`src/rtl/road_pkg.sv`:
```
// Shared road/object definitions for the enemy spawn path.
//   LANE_W / TYPE_W / SPEED_W : field widths of a spawn request
//   GAP_W                     : width of the inter-spawn frame counter
//   MIN_GAP_DEFAULT           : default minimum frames between spawns
//   car_t                     : enemy car type codes
//   spawn_state_t             : spawner FSM states
package road_pkg;

  localparam int LANE_W          = 2;
  localparam int TYPE_W          = 2;
  localparam int SPEED_W         = 3;
  localparam int GAP_W           = 5;
  localparam int MIN_GAP_DEFAULT = 16;

  typedef enum logic [TYPE_W-1:0] {
    CAR_SLOW   = 2'd0,
    CAR_NORMAL = 2'd1,
    CAR_TRUCK  = 2'd2,
    CAR_RACER  = 2'd3
  } car_t;

  typedef enum logic [1:0] {
    ST_IDLE     = 2'd0,
    ST_WAIT_GAP = 2'd1,
    ST_ROLL     = 2'd2,
    ST_OFFER    = 2'd3
  } spawn_state_t;

endpackage

```
`src/rtl/spawn_gap_timer.sv`:
```
// Frame-based gap counter between enemy spawns.
//   clock, reset : system clock, async active-low reset
//   load         : load gap counter with load_value (wins over frame_tick)
//   load_value   : gap length in frames
//   frame_tick   : decrement strobe (already qualified by the caller)
//   expired      : one-cycle pulse on the tick that takes the count 1 -> 0
module spawn_gap_timer
  import road_pkg::*;
(
  input  logic             clock,
  input  logic             reset,
  input  logic             load,
  input  logic [GAP_W-1:0] load_value,
  input  logic             frame_tick,
  output logic             expired
);

  logic [GAP_W-1:0] gap_cnt;

  always_ff @(posedge clock or negedge reset) begin
    if (!reset) begin
      gap_cnt <= '0;
    end else if (load) begin
      gap_cnt <= load_value;
    end else if (frame_tick && (gap_cnt != '0)) begin
      gap_cnt <= gap_cnt - GAP_W'(1);
    end
  end

  assign expired = frame_tick && !load && (gap_cnt == GAP_W'(1));

endmodule

```
`src/rtl/enemy_spawner.sv`:
```
// Enemy car spawner: waits a random frame gap, rolls lane/type/speed from
// the LFSR word and offers the spawn over valid/ready, capping the number
// of enemies on screen.
//   clock, reset  : system clock, async active-low reset
//   enable        : game running; low returns to IDLE and withdraws offers
//   frame_tick    : one-cycle pulse per video frame
//   rnd           : random word from the LFSR
//   despawn       : pulse when an enemy leaves the screen or is destroyed
//   spawn_ready   : object manager can accept a spawn
//   spawn_valid   : spawn request pending
//   spawn_lane    : lane index 0..3
//   spawn_type    : car type code
//   spawn_speed   : speed 1..4
//   active_count  : enemies currently on screen
module enemy_spawner
  import road_pkg::*;
#(
  parameter int DATAWIDTH_BUS = 8,
  parameter int NUM_LANES     = 4,
  parameter int MIN_GAP       = MIN_GAP_DEFAULT,
  parameter int MAX_ACTIVE    = 3
) (
  input  logic                     clock,
  input  logic                     reset,
  input  logic                     enable,
  input  logic                     frame_tick,
  input  logic [DATAWIDTH_BUS-1:0] rnd,
  input  logic                     despawn,
  input  logic                     spawn_ready,
  output logic                     spawn_valid,
  output logic [LANE_W-1:0]        spawn_lane,
  output logic [TYPE_W-1:0]        spawn_type,
  output logic [SPEED_W-1:0]       spawn_speed,
  output logic [1:0]               active_count
);

  spawn_state_t      state;
  logic [LANE_W-1:0] last_lane;
  logic [LANE_W-1:0] lane_q;
  car_t              type_q;
  logic [SPEED_W-1:0] speed_q;

  logic              accept;
  logic              roll_go;
  logic              gap_load;
  logic              gap_tick;
  logic              gap_expired;
  logic [GAP_W-1:0]  gap_value;
  logic [LANE_W-1:0] lane_roll;
  logic [LANE_W-1:0] lane_pick;

  // enable gates the handshake so a withdrawn offer can never be counted
  assign accept   = enable && (state == ST_OFFER) && spawn_ready;
  assign roll_go  = enable && (state == ST_ROLL) &&
                    (active_count != 2'(MAX_ACTIVE));
  assign gap_load = enable && ((state == ST_IDLE) || accept);
  assign gap_tick = frame_tick && (state == ST_WAIT_GAP);

  assign gap_value = GAP_W'(MIN_GAP) + GAP_W'(rnd[3:0]);

  // never spawn twice in a row in the same lane
  assign lane_roll = rnd[1:0];
  assign lane_pick = (lane_roll == last_lane)
                   ? LANE_W'((32'(last_lane) + 32'd1) % NUM_LANES)
                   : lane_roll;

  spawn_gap_timer u_gap_timer (
    .clock      (clock),
    .reset      (reset),
    .load       (gap_load),
    .load_value (gap_value),
    .frame_tick (gap_tick),
    .expired    (gap_expired)
  );

  always_ff @(posedge clock or negedge reset) begin
    if (!reset) begin
      state <= ST_IDLE;
    end else if (!enable) begin
      state <= ST_IDLE;
    end else begin
      unique case (state)
        ST_IDLE:     state <= ST_WAIT_GAP;
        ST_WAIT_GAP: if (gap_expired) state <= ST_ROLL;
        ST_ROLL:     if (roll_go)     state <= ST_OFFER;
        ST_OFFER:    if (accept)      state <= ST_WAIT_GAP;
        default:     state <= ST_IDLE;
      endcase
    end
  end

  always_ff @(posedge clock or negedge reset) begin
    if (!reset) begin
      lane_q  <= '0;
      type_q  <= CAR_SLOW;
      speed_q <= '0;
    end else if (roll_go) begin
      lane_q  <= lane_pick;
      type_q  <= car_t'(rnd[7:6]);
      speed_q <= SPEED_W'(1) + SPEED_W'(rnd[5:4]);
    end
  end

  always_ff @(posedge clock or negedge reset) begin
    if (!reset) begin
      last_lane <= '0;
    end else if (accept) begin
      last_lane <= lane_q;
    end
  end

  // accept and despawn together cancel; despawn alone saturates at 0
  always_ff @(posedge clock or negedge reset) begin
    if (!reset) begin
      active_count <= '0;
    end else if (accept && !despawn) begin
      if (active_count != 2'(MAX_ACTIVE)) active_count <= active_count + 2'd1;
    end else if (!accept && despawn) begin
      if (active_count != '0) active_count <= active_count - 2'd1;
    end
  end

  assign spawn_valid = (state == ST_OFFER);
  assign spawn_lane  = lane_q;
  assign spawn_type  = type_q;
  assign spawn_speed = speed_q;

endmodule

```
`config.mk`:
```
export PLATFORM = sky130hd
export DESIGN_NAME = enemy_spawner
export DESIGN_NICKNAME = d
export VERILOG_FILES = /design/src/rtl/road_pkg.sv /design/src/rtl/spawn_gap_timer.sv /design/src/rtl/enemy_spawner.sv
export SDC_FILE = /design/constraint.sdc
export NUM_CORES = 1
export LEC_CHECK = 0
export CAP_MARGIN = 0
export CORE_ASPECT_RATIO = 1.2
export CORE_MARGIN = 2
export CORE_UTILIZATION = 40
export CTS_BUF_LIST = sky130_fd_sc_hd__clkbuf_16
export DETAILED_ROUTE_END_ITERATION = 6
export PLACE_DENSITY = 0.69
export SLEW_MARGIN = 10
export SYNTH_ARGS = -nofsm -noshare
export SYNTH_HDL_FRONTEND = slang
export SYNTH_SLANG_ARGS = --single-unit
export TNS_END_PERCENT = 10
```
`constraint.sdc`:
```
create_clock -name clock -period 3.02 [get_ports clock]
set_input_delay 0.302 -clock clock [delete_from_list [all_inputs] [get_ports clock]]
set_output_delay 0.302 -clock clock [all_outputs]
set_load 0.01 [all_outputs]
```
[Yosys cells after proc, flatten, opt, wreduce, memory -nomap -nowiden]
Cells that the tools add are included.
Storage, ports and cells
  flip-flop bits (word level): 18
  input port bits: 14
  word-level logic and storage cells: 58
Operators by class
  add/sub/neg operators: 6
  equality and inequality tests: 10
  muxes and demuxes: 12
  reduce and logical (&&, ||, !) cells: 23
Operators by type and width (count)
  $mux W2: 9
  $logic_and A1 B1 Y1: 11
  $mux W5: 2
  $pmux W2 S4: 1
  $reduce_bool A2 Y1: 4
  $ne A3 B3 Y1 const B: 2
  $reduce_and A3 Y1: 2
  $add A5 B4 Y5 const A: 1
  $eq A5 B1 Y1 const B: 1
  $reduce_bool A5 Y1: 1
  $sub A5 B1 Y5 const B: 1
  $add A2 B1 Y2 const B: 2
  $eq A2 B2 Y1 const B: 2
  $add A1 B2 Y3 const A: 1
  $logic_not A1 Y1: 3
  $ne A3 B2 Y1 const B: 1
  $eq A2 B1 Y1 const B: 1
  $eq A2 B2 Y1: 1
  $logic_not A2 Y1: 1
  $ne A2 B1 Y1 const B: 1
  $ne A2 B2 Y1 const B: 1
  $sub A2 B1 Y2 const B: 1
  $logic_or A1 B1 Y1: 1

[Longest topological paths before layout]
  depth after elaboration: 11
  mapped depth: 7
  depth with buffers taken out: 6

[Cells and area by module]
A second synthesis with hierarchy kept.
Second synthesis, totals
  cells, all modules: 101
  area, all modules: 1058.5 um2
Modules (own cells, without submodules)
  enemy_spawner: times used 1, cells an instance 64, area each 719.4 um2, seq. area each 325.3 um2
  spawn_gap_timer: times used 1, cells an instance 37, area each 339.1 um2, seq. area each 125.1 um2

[Worst setup path after synthesis]
Ideal clock, no wire load.
  path kind: reg2reg
  from: reg state[0]
  to: reg u_gap_timer.gap_cnt[1]
  setup time: 125 ps
  arrival time: 1511 ps
  required time: 2895 ps
  slack: 1384 ps
  cell stages (with the launch flop): 6
  buffers on the path: 1
  period minus slack after synthesis: 1636 ps
  cells stage by stage: dfrtp_1 -> ha_1 -> a21oi_1 -> nand2b_1 -> clkbuf_1 -> mux2_2
Between the ends
  longest elaborated chain between the ends: 6
  elaborated cells on any way between the ends: 11
Ends and longest elaborated chain
  start: declaration: RTL line enemy_spawner.sv:37  | spawn_state_t state;
  start signal: assignment: RTL line enemy_spawner.sv:78  | state <= ST_IDLE;
  start signal: assignment: RTL line enemy_spawner.sv:80  | state <= ST_IDLE;
  start signal: assignment: RTL line enemy_spawner.sv:83  | ST_IDLE: state <= ST_WAIT_GAP;
  $eq A2 B2 Y1 *
  via spawn_valid: RTL line enemy_spawner.sv:30  | output logic spawn_valid,
  $logic_and A1 B1 Y1 * (2 in series): RTL line enemy_spawner.sv:53  | assign accept = enable && (state == ST_OFFER) && spawn_ready;
  $logic_or A1 B1 Y1 *: RTL line enemy_spawner.sv:56  | assign gap_load = enable && ((state == ST_IDLE) || accept);
  $logic_and A1 B1 Y1 *: RTL line enemy_spawner.sv:56
  $mux W5 or $reduce_bool A2 Y1 (tied branches)
  end signal: assignment: RTL line spawn_gap_timer.sv:24  | gap_cnt <= load_value;
  end signal: assignment: RTL line spawn_gap_timer.sv:26  | gap_cnt <= gap_cnt - GAP_W'(1);
  end: declaration: RTL line spawn_gap_timer.sv:18  | logic [GAP_W-1:0] gap_cnt;
The timed path passes the listed nets; every way through them passes the cells marked *.
A chain may end at the register's enable or synchronous reset.

[Worst setup path in the final report]
  from: reg state[0]
  to: out spawn_valid
Between the ends
  longest elaborated chain between the ends: 1
Ends and longest elaborated chain
  $eq A2 B2 Y1: RTL line enemy_spawner.sv:123  | assign spawn_valid = (state == ST_OFFER);
  end: declaration: RTL line enemy_spawner.sv:30
Every way passes these cells.

==> flow_summary.ini <==
[placed_design]
hpwl_um = 1490
place_area_um2 = 1290
port-buffer-count = 23
place.gp.congestion = 0.835

[global_route]
grt_use_met3_pct = 5.05
grt.busiest_layer = met2
grt.overflow.total = 0
grt_pass1_wl_um = 3540
antenna_found_initial = 0
gr-usage-met1_pct = 18.7
grt_pass1_vias = 807
grt_max_degree = 19
track_usage_pct = 16.0
grt.met2_usage_pct = 27.3

[clock_network]
cts_tree = yes
htreeDepth = 1
cts_buffers = 3
cts_num_sinks = 18
cts_resized = 0
max-clock-path-buffers = 2
insertion_delay_ns = 0.25
clkSlewWorstSetupHoldPaths_ns = 0.05
ctsHoldBuffers = 0
clk_root_buffer_cell = clkbuf_16
cts_setup_buffers = 0

[timing]
clock_skew_ns = 0.00274
hold_violations = 0
max_slew.worst_pin.slew_ns = 0.833
setup_violations = 0
slew_viol_final = 0
finalCritPeriodShare_pct = 57.7
maxSlewHeadroom_pct = 44.3
max_freq_mhz = 574
min_period_ns = 1.74
grt_setup_unrepaired = false
setup-tns-final_ns = 0

[power]
power_mw = 1.14
ir_drop_mv = 0.441
power_per_cell_area_nw_per_um2 = 832
leakagePower_nw = 0.596

[synth]
async_reset_ff_share_pct = 100
yosysTopAreaCellShare_pct = 44.0
synthesis.nets = 119
synth_flop_cell = dfrtp_1
ys_seq_area_share_pct = 44.0
ys_ff_latch = 18
synth_warnings = 0
synth.area.top_cells = dfrtp_1 44%, ha_1 12%, mux2_2 7.7%, mux2i_1 4.9%, a21oi_1 3.9%
yosysTopAreaCell = dfrtp_1
synth_common_cells = 18 x dfrtp_1, 10 x ha_1, 8 x a21oi_1
synth_edf_count = 0
synth_area_per_cell_um2 = 10.8
synthDistinctLibCells = 27
syn_area_um2 = 1020
synth.most_common_cell = dfrtp_1
synth_cells = 95

[worst_setup_path]
crit_family = buffers and inverters
reg2reg_depth = 4
path_buf_inv = 1
cp_max_fo = 4
crit_chain = ha_1 > clkdlybuf4s50_1
required_ns = 2.72
reg2reg_slack_ns = 1.33
cp_slowest_cell = clkdlybuf4s50_1
worstPathArrival_ns = 1.44
cpPeakStageDelay_ns = 0.56
r2r-start = state[0]$_DFFE_PN0P_
start_kind = flip-flop
path_class = flip-flop to primary output
crit_path_end_kind = primary output
timing.rr.end = u_gap_timer.gap_cnt[1]$_DFFE_PN0P_

[route]
drcViolationCount = 0
drt-wirelength-per-cell_um = 12.7
wl_um = 1940
detail-route-antenna-nets = 0
dr.pass1.iters = 4
drtIter0Drc = 13
via_per_inst = 4.86
dr_total_vias = 744

[floorplan]
die_w_um = 50.2
die_h_um = 59.4
fp-row-count = 20
start_util_pct = 41.4
dieArea_um2 = 2980
core_area_um2 = 2480
num_io_pins = 24

[min_path]
min_from = spawn_type[1]$_DFFE_PN0P_
holdPathStages = 1
hp-class = flip-flop to flip-flop
hold_end = spawn_type[1]$_DFFE_PN0P_

[finish]
layout-drive-gt1-share_pct = 12.5
nNetsFinal = 146
area_growth_syn_to_layout_pct = 33.5
nFillCells = 208
final_area_um2 = 1370
antenna_cells = 0

[outcome]
status = finished clean

[job]
cap_violations = 0
## placed cells by master, fill, tap and decap left out
cell type	synthesis	layout
a2111oi_2	1	1
a211oi_2	1	1
a21boi_0	1	1
a21oi_1	8	8
a21oi_2	2	2
a31oi_1	2	2
and3_1	1	1
clkbuf_16	0	3
clkdlybuf4s50_1	0	23
dfrtp_1	18	18
ha_1	10	10
inv_1	7	7
mux2_2	7	7
mux2i_1	5	5
nand2_1	6	6
nand2b_1	3	3
nand3_1	1	1
nand3b_1	1	1
nand4_1	1	1
nor2_1	7	7
nor2b_1	1	1
nor3_4	1	1
o21ai_0	3	3
o21bai_1	1	1
or2_1	1	1
or3_1	1	1
xnor2_1	3	3
xor2_1	1	1
## state kept, by name (all words and copies together) (netlist names)
signal and flops:
state 2, spawn_speed 3, last_lane 2, spawn_type 2, active_count 2, u_gap_timer.gap_cnt 5, spawn_lane 2
## routing by layer
metal | vias up | share of wire, %
met2 | 21 | 49
met5 | - | 0
li1 | 379 | -
met3 | 5 | 5.5
met4 | 0 | 1.4
met1 | 339 | 44
## through the flow
stage / utilization (%) / hold WS [ns] / setup WS, ns / instances
3_3_place_gp: 52.2 / 0.497 / 1.18 / 150
6_report: 55.2 / 0.510 / 1.28 / 153
3_5_place_dp: 52.2 / 0.500 / 1.12 / 150
2_1_floorplan: - / 0.00641 / 1.38 / 95
5_1_grt: 55.2 / 0.527 / 1.21 / 153
4_1_cts: 55.2 / 0.513 / 1.28 / 153
## cells by family (layout without fill, tap and decap cells)
kind of cell	count (synthesis)	in the layout	share of synthesized area [%]
flip-flops	18	18	44.0
AND/OR/NAND/NOR	24	24	12.5
XOR/XNOR	4	4	3.42
buffers and inverters	8	33	2.93
adder cells (fa/ha/maj)	10	10	12.2
multiplexers	12	12	12.6
AO/OA/AOI/OAI	19	19	12.5
## area by class of cell
cell class | count | area, um2 | area share [%]
Multi-Input combinational cell | 69 | 544 | 39.8
Clock buffer | 3 | 75.1 | 5.49
Inverter | 7 | 26.3 | 1.92
Sequential cell | 18 | 450 | 32.9
Timing Repair Buffer | 23 | 230 | 16.8
Tap cell | 33 | 41.3 | 3.02
## power breakdown
part           internal (mW)  switching, mW  total, mW  leakage (nW)
Combinational          0.247          0.210      0.456         0.345
Sequential             0.341         0.0834      0.425         0.214
Clock                  0.174         0.0833      0.257        0.0370
Total                  0.762          0.376       1.14         0.596
## worst max path at each step
stage / start / endpoint / slack, ns / cells past startpoint
floorplan: state[0]$_DFFE_PN0P_ / u_gap_timer.gap_cnt[1]$_DFFE_PN0P_ / 1.38 / 5
global placement: enable / spawn_speed[1]$_DFFE_PN0P_ / 1.18 / 4
detailed placement: enable / spawn_speed[1]$_DFFE_PN0P_ / 1.12 / 4
CTS: state[0]$_DFFE_PN0P_ / spawn_valid / 1.28 / 2
global route: state[0]$_DFFE_PN0P_ / spawn_valid / 1.21 / 2
finish: state[0]$_DFFE_PN0P_ / spawn_valid / 1.28 / 2
No activity file was read; power rests on OpenSTA's default activity.
==> edit: new RTL, same flow settings <==
Reset style: synchronous (`reset`), changed in 5 clocked blocks. Comments in the files are not updated.
--- a/src/rtl/spawn_gap_timer.sv
+++ b/src/rtl/spawn_gap_timer.sv
@@ -17,7 +17,7 @@
 
   logic [GAP_W-1:0] gap_cnt;
 
-  always_ff @(posedge clock or negedge reset) begin
+  always_ff @(posedge clock) begin
     if (!reset) begin
       gap_cnt <= '0;
     end else if (load) begin
--- a/src/rtl/enemy_spawner.sv
+++ b/src/rtl/enemy_spawner.sv
@@ -73,7 +73,7 @@
     .expired    (gap_expired)
   );
 
-  always_ff @(posedge clock or negedge reset) begin
+  always_ff @(posedge clock) begin
     if (!reset) begin
       state <= ST_IDLE;
     end else if (!enable) begin
@@ -89,7 +89,7 @@
     end
   end
 
-  always_ff @(posedge clock or negedge reset) begin
+  always_ff @(posedge clock) begin
     if (!reset) begin
       lane_q  <= '0;
       type_q  <= CAR_SLOW;
@@ -101,7 +101,7 @@
     end
   end
 
-  always_ff @(posedge clock or negedge reset) begin
+  always_ff @(posedge clock) begin
     if (!reset) begin
       last_lane <= '0;
     end else if (accept) begin
@@ -110,7 +110,7 @@
   end
 
   // accept and despawn together cancel; despawn alone saturates at 0
-  always_ff @(posedge clock or negedge reset) begin
+  always_ff @(posedge clock) begin
     if (!reset) begin
       active_count <= '0;
     end else if (accept && !despawn) begin
Behaviour: no difference found for any inputs over 10 cycles, from zero or initial values and one cycle with reset low; that may be too few to reach the edited logic, so the function may still have changed.
==> edit against the original RTL <==
- first-iteration DRC count fell by 31%
- wire length rose by 0.57%
- worst setup slack lost 28 ps
- area after synthesis down 4.3%
- sequential cell count unchanged
- via count rose by 17%
- cell area down 3.4%
- die area fell by 4.0%
- cell count is 9.8% higher
- critical endpoint is now u_gap_timer.gap_cnt[2]$_SDFFE_PN0P_
- largest cell class unchanged
Power is not compared: it rests on default switching activity, and its combinational part moved more than twofold at a synthesized area within 25%.
==> edit: results (changes against the original RTL) <==
| Metric | Value |
|---|---|
| Status | completed |
| Async SR Flop Fraction | 0% (-100 points) |
| Slowest cell on crit path | or4b_1 |
| GRT met2 Usage | 27.4% (+0.16 points) |
| Area occupied by multi-input gates | 576 µm² (+5.7%) |
| Yosys cell types | 31 (+15%) |
| Sequential share of cell area | 27.3% (-5.7 points) |
| Drt total wl | 1950 µm (+0.57%) |
| Delay-heaviest family, CP | simple AND/OR/NAND/NOR gates |
| GR Util All Layers | 15.8% (-0.13 points) |
| Crit path launch | u_gap_timer.gap_cnt[0]$_SDFFE_PN0P_ |
| Die area | 0.00287 mm² (-4.0%) |
| R2r setup slk | 1250 ps (-80 ps) |
| Worst slack, placed | 1030 ps (-87.6 ps) |
| Routability cong. | 0.779 (-6.7%) |
| Drt drc | 0 (unchanged) |
| HP Start | spawn_type[0]$_SDFFE_PN0P_ |
| CP arrival | 1910 ps (+470 ps) |
| Hold crit path type | flop to flop |
| Number of global-route vias before repair | 829 (+2.7%) |
| Non-Filler Instances | 168 (+9.8%) |
| Cells after DPL | 164 (+9.3%) |
| DRT iter0 DRCs | 9 (-4) |
| GRT met3 Usage | 3.61% (-1.4 points) |
| Sequential cell count | 18 (unchanged) |
| First-pass iteration count of the detailed router | 3 (-1) |
| Global-route wire length before repair | 3570 µm (+0.79%) |
| DP HPWL | 1510 µm (+1.3%) |
| Post-CTS Setup Inserts | 0 (unchanged) |
| Register area | 360 µm² (-20%) |
| Synth cell count leaders | 18 x dfxtp_1, 17 x nor2_1, 10 x inv_1 |
| Fraction of final layout cells sized beyond drive strength 1 | 5.84% (-6.7 points) |
| #MultiIn Comb | 82 (+19%) |
| Logic inverters | 10 (+3) |
| Final Cycle Share | 58.6% (+0.91 points) |
| Worst-Skew Late Latency | 250 ps (about the same) |
| Clock-cell share | 5.97% (+0.48 points) |
| Worst path max stage delay | 470 ps (-90 ps) |
| Signal buf overhead | 17.4% (+0.59 points) |
| Setup violations, final | 0 (unchanged) |
| Sequential cell area fraction in the yosys report | 36.7% (-7.2 points) |
| FILL cells | 227 (+9.1%) |
| Syn Nets | 135 (+13%) |
| Mean Syn Cell Area | 8.76 µm² (-19%) |
| Fin Hold WS | 493 ps (-16.1 ps) |
| Root Driver | clkbuf_16 |
| Clock Tree Buf Depth | 2 (unchanged) |
| Reg clk slew, reported paths | 50 ps (about the same) |
| Final Skew | 0.726 ps (-2.01 ps) |
| Largest net degree at the start of global routing | 17 (-2) |
| Via Count | 871 (+17%) |
| Synth area leaders | dfxtp_1 37%, ha_1 11%, mux2i_1 9.2% |
| Met1 GRT Util | 19.0% (+0.32 points) |
| Worst-Margin Slew | 494 ps (-338 ps) |
| Post-DP Area | 0.00124 mm² (-3.9%) |
| Top FF cell, synth | dfxtp_1 |
[edit: changes by cell type in the layout (fill, tap and decap cells not counted), sizes merged, moves of 2 or more]
| cell | unedited run | this run |
|---|---|---|
| nor2 | 7 | 18 |
| nand3 | 1 | 3 |
| nand2 | 6 | 4 |
| nand2b | 3 | 1 |
| o211ai | 0 | 2 |
| a211oi | 1 | 6 |
| mux2 | 7 | 0 |
| dfxtp | 0 | 18 |
| mux2i | 5 | 9 |
| inv | 7 | 10 |
| a31oi | 2 | 0 |
| dfrtp | 18 | 0 |
| xnor2 | 3 | 1 |
[edit: worst paths after layout]
kind                                                            end  cells after the start
worst max-delay path            u_gap_timer.gap_cnt[2]$_SDFFE_PN0P_                      6
worst min-delay path                     spawn_type[0]$_SDFFE_PN0P_                      2
worst max register to register  u_gap_timer.gap_cnt[2]$_SDFFE_PN0P_                      6
worst min register to register           spawn_type[0]$_SDFFE_PN0P_                      2
[edit: cell families (layout without fill, tap and decap cells)]
family                   after synthesis  in the layout  synth area share (%)
AO/OA/AOI/OAI                         25             25                  17.0
XOR/XNOR                               2              2                  1.79
adder cells (fa/ha/maj)                9              9                  11.5
buffers and inverters                 12             37                  4.59
flip-flops                            18             18                  36.7
multiplexers                           9              9                  9.18
AND/OR/NAND/NOR                       37             37                  19.3
[edit: worst min-delay path: stages, from the launching register on]
cell and delay, ps:
dfxtp_1 320, mux2i_1 60, nor2_1 70
[edit: power breakdown]
group	internal, W	switching [W]	leakage (nW)
Clock	0.000176	0.0000855	0.0385
Sequential	0.000247	0.00000944	0.147
Combinational	0.0000476	0.0000396	0.340
Total	0.000471	0.000135	0.525
[edit: per-layer routing]
metal  up-vias  wire length, µm  part of all wire, %
li1        442                -                    -
met1       412              870                   45
met2        15              977                   50
met3         2               76                  3.9
met4         0               25                  1.3
met5         -                0                    0
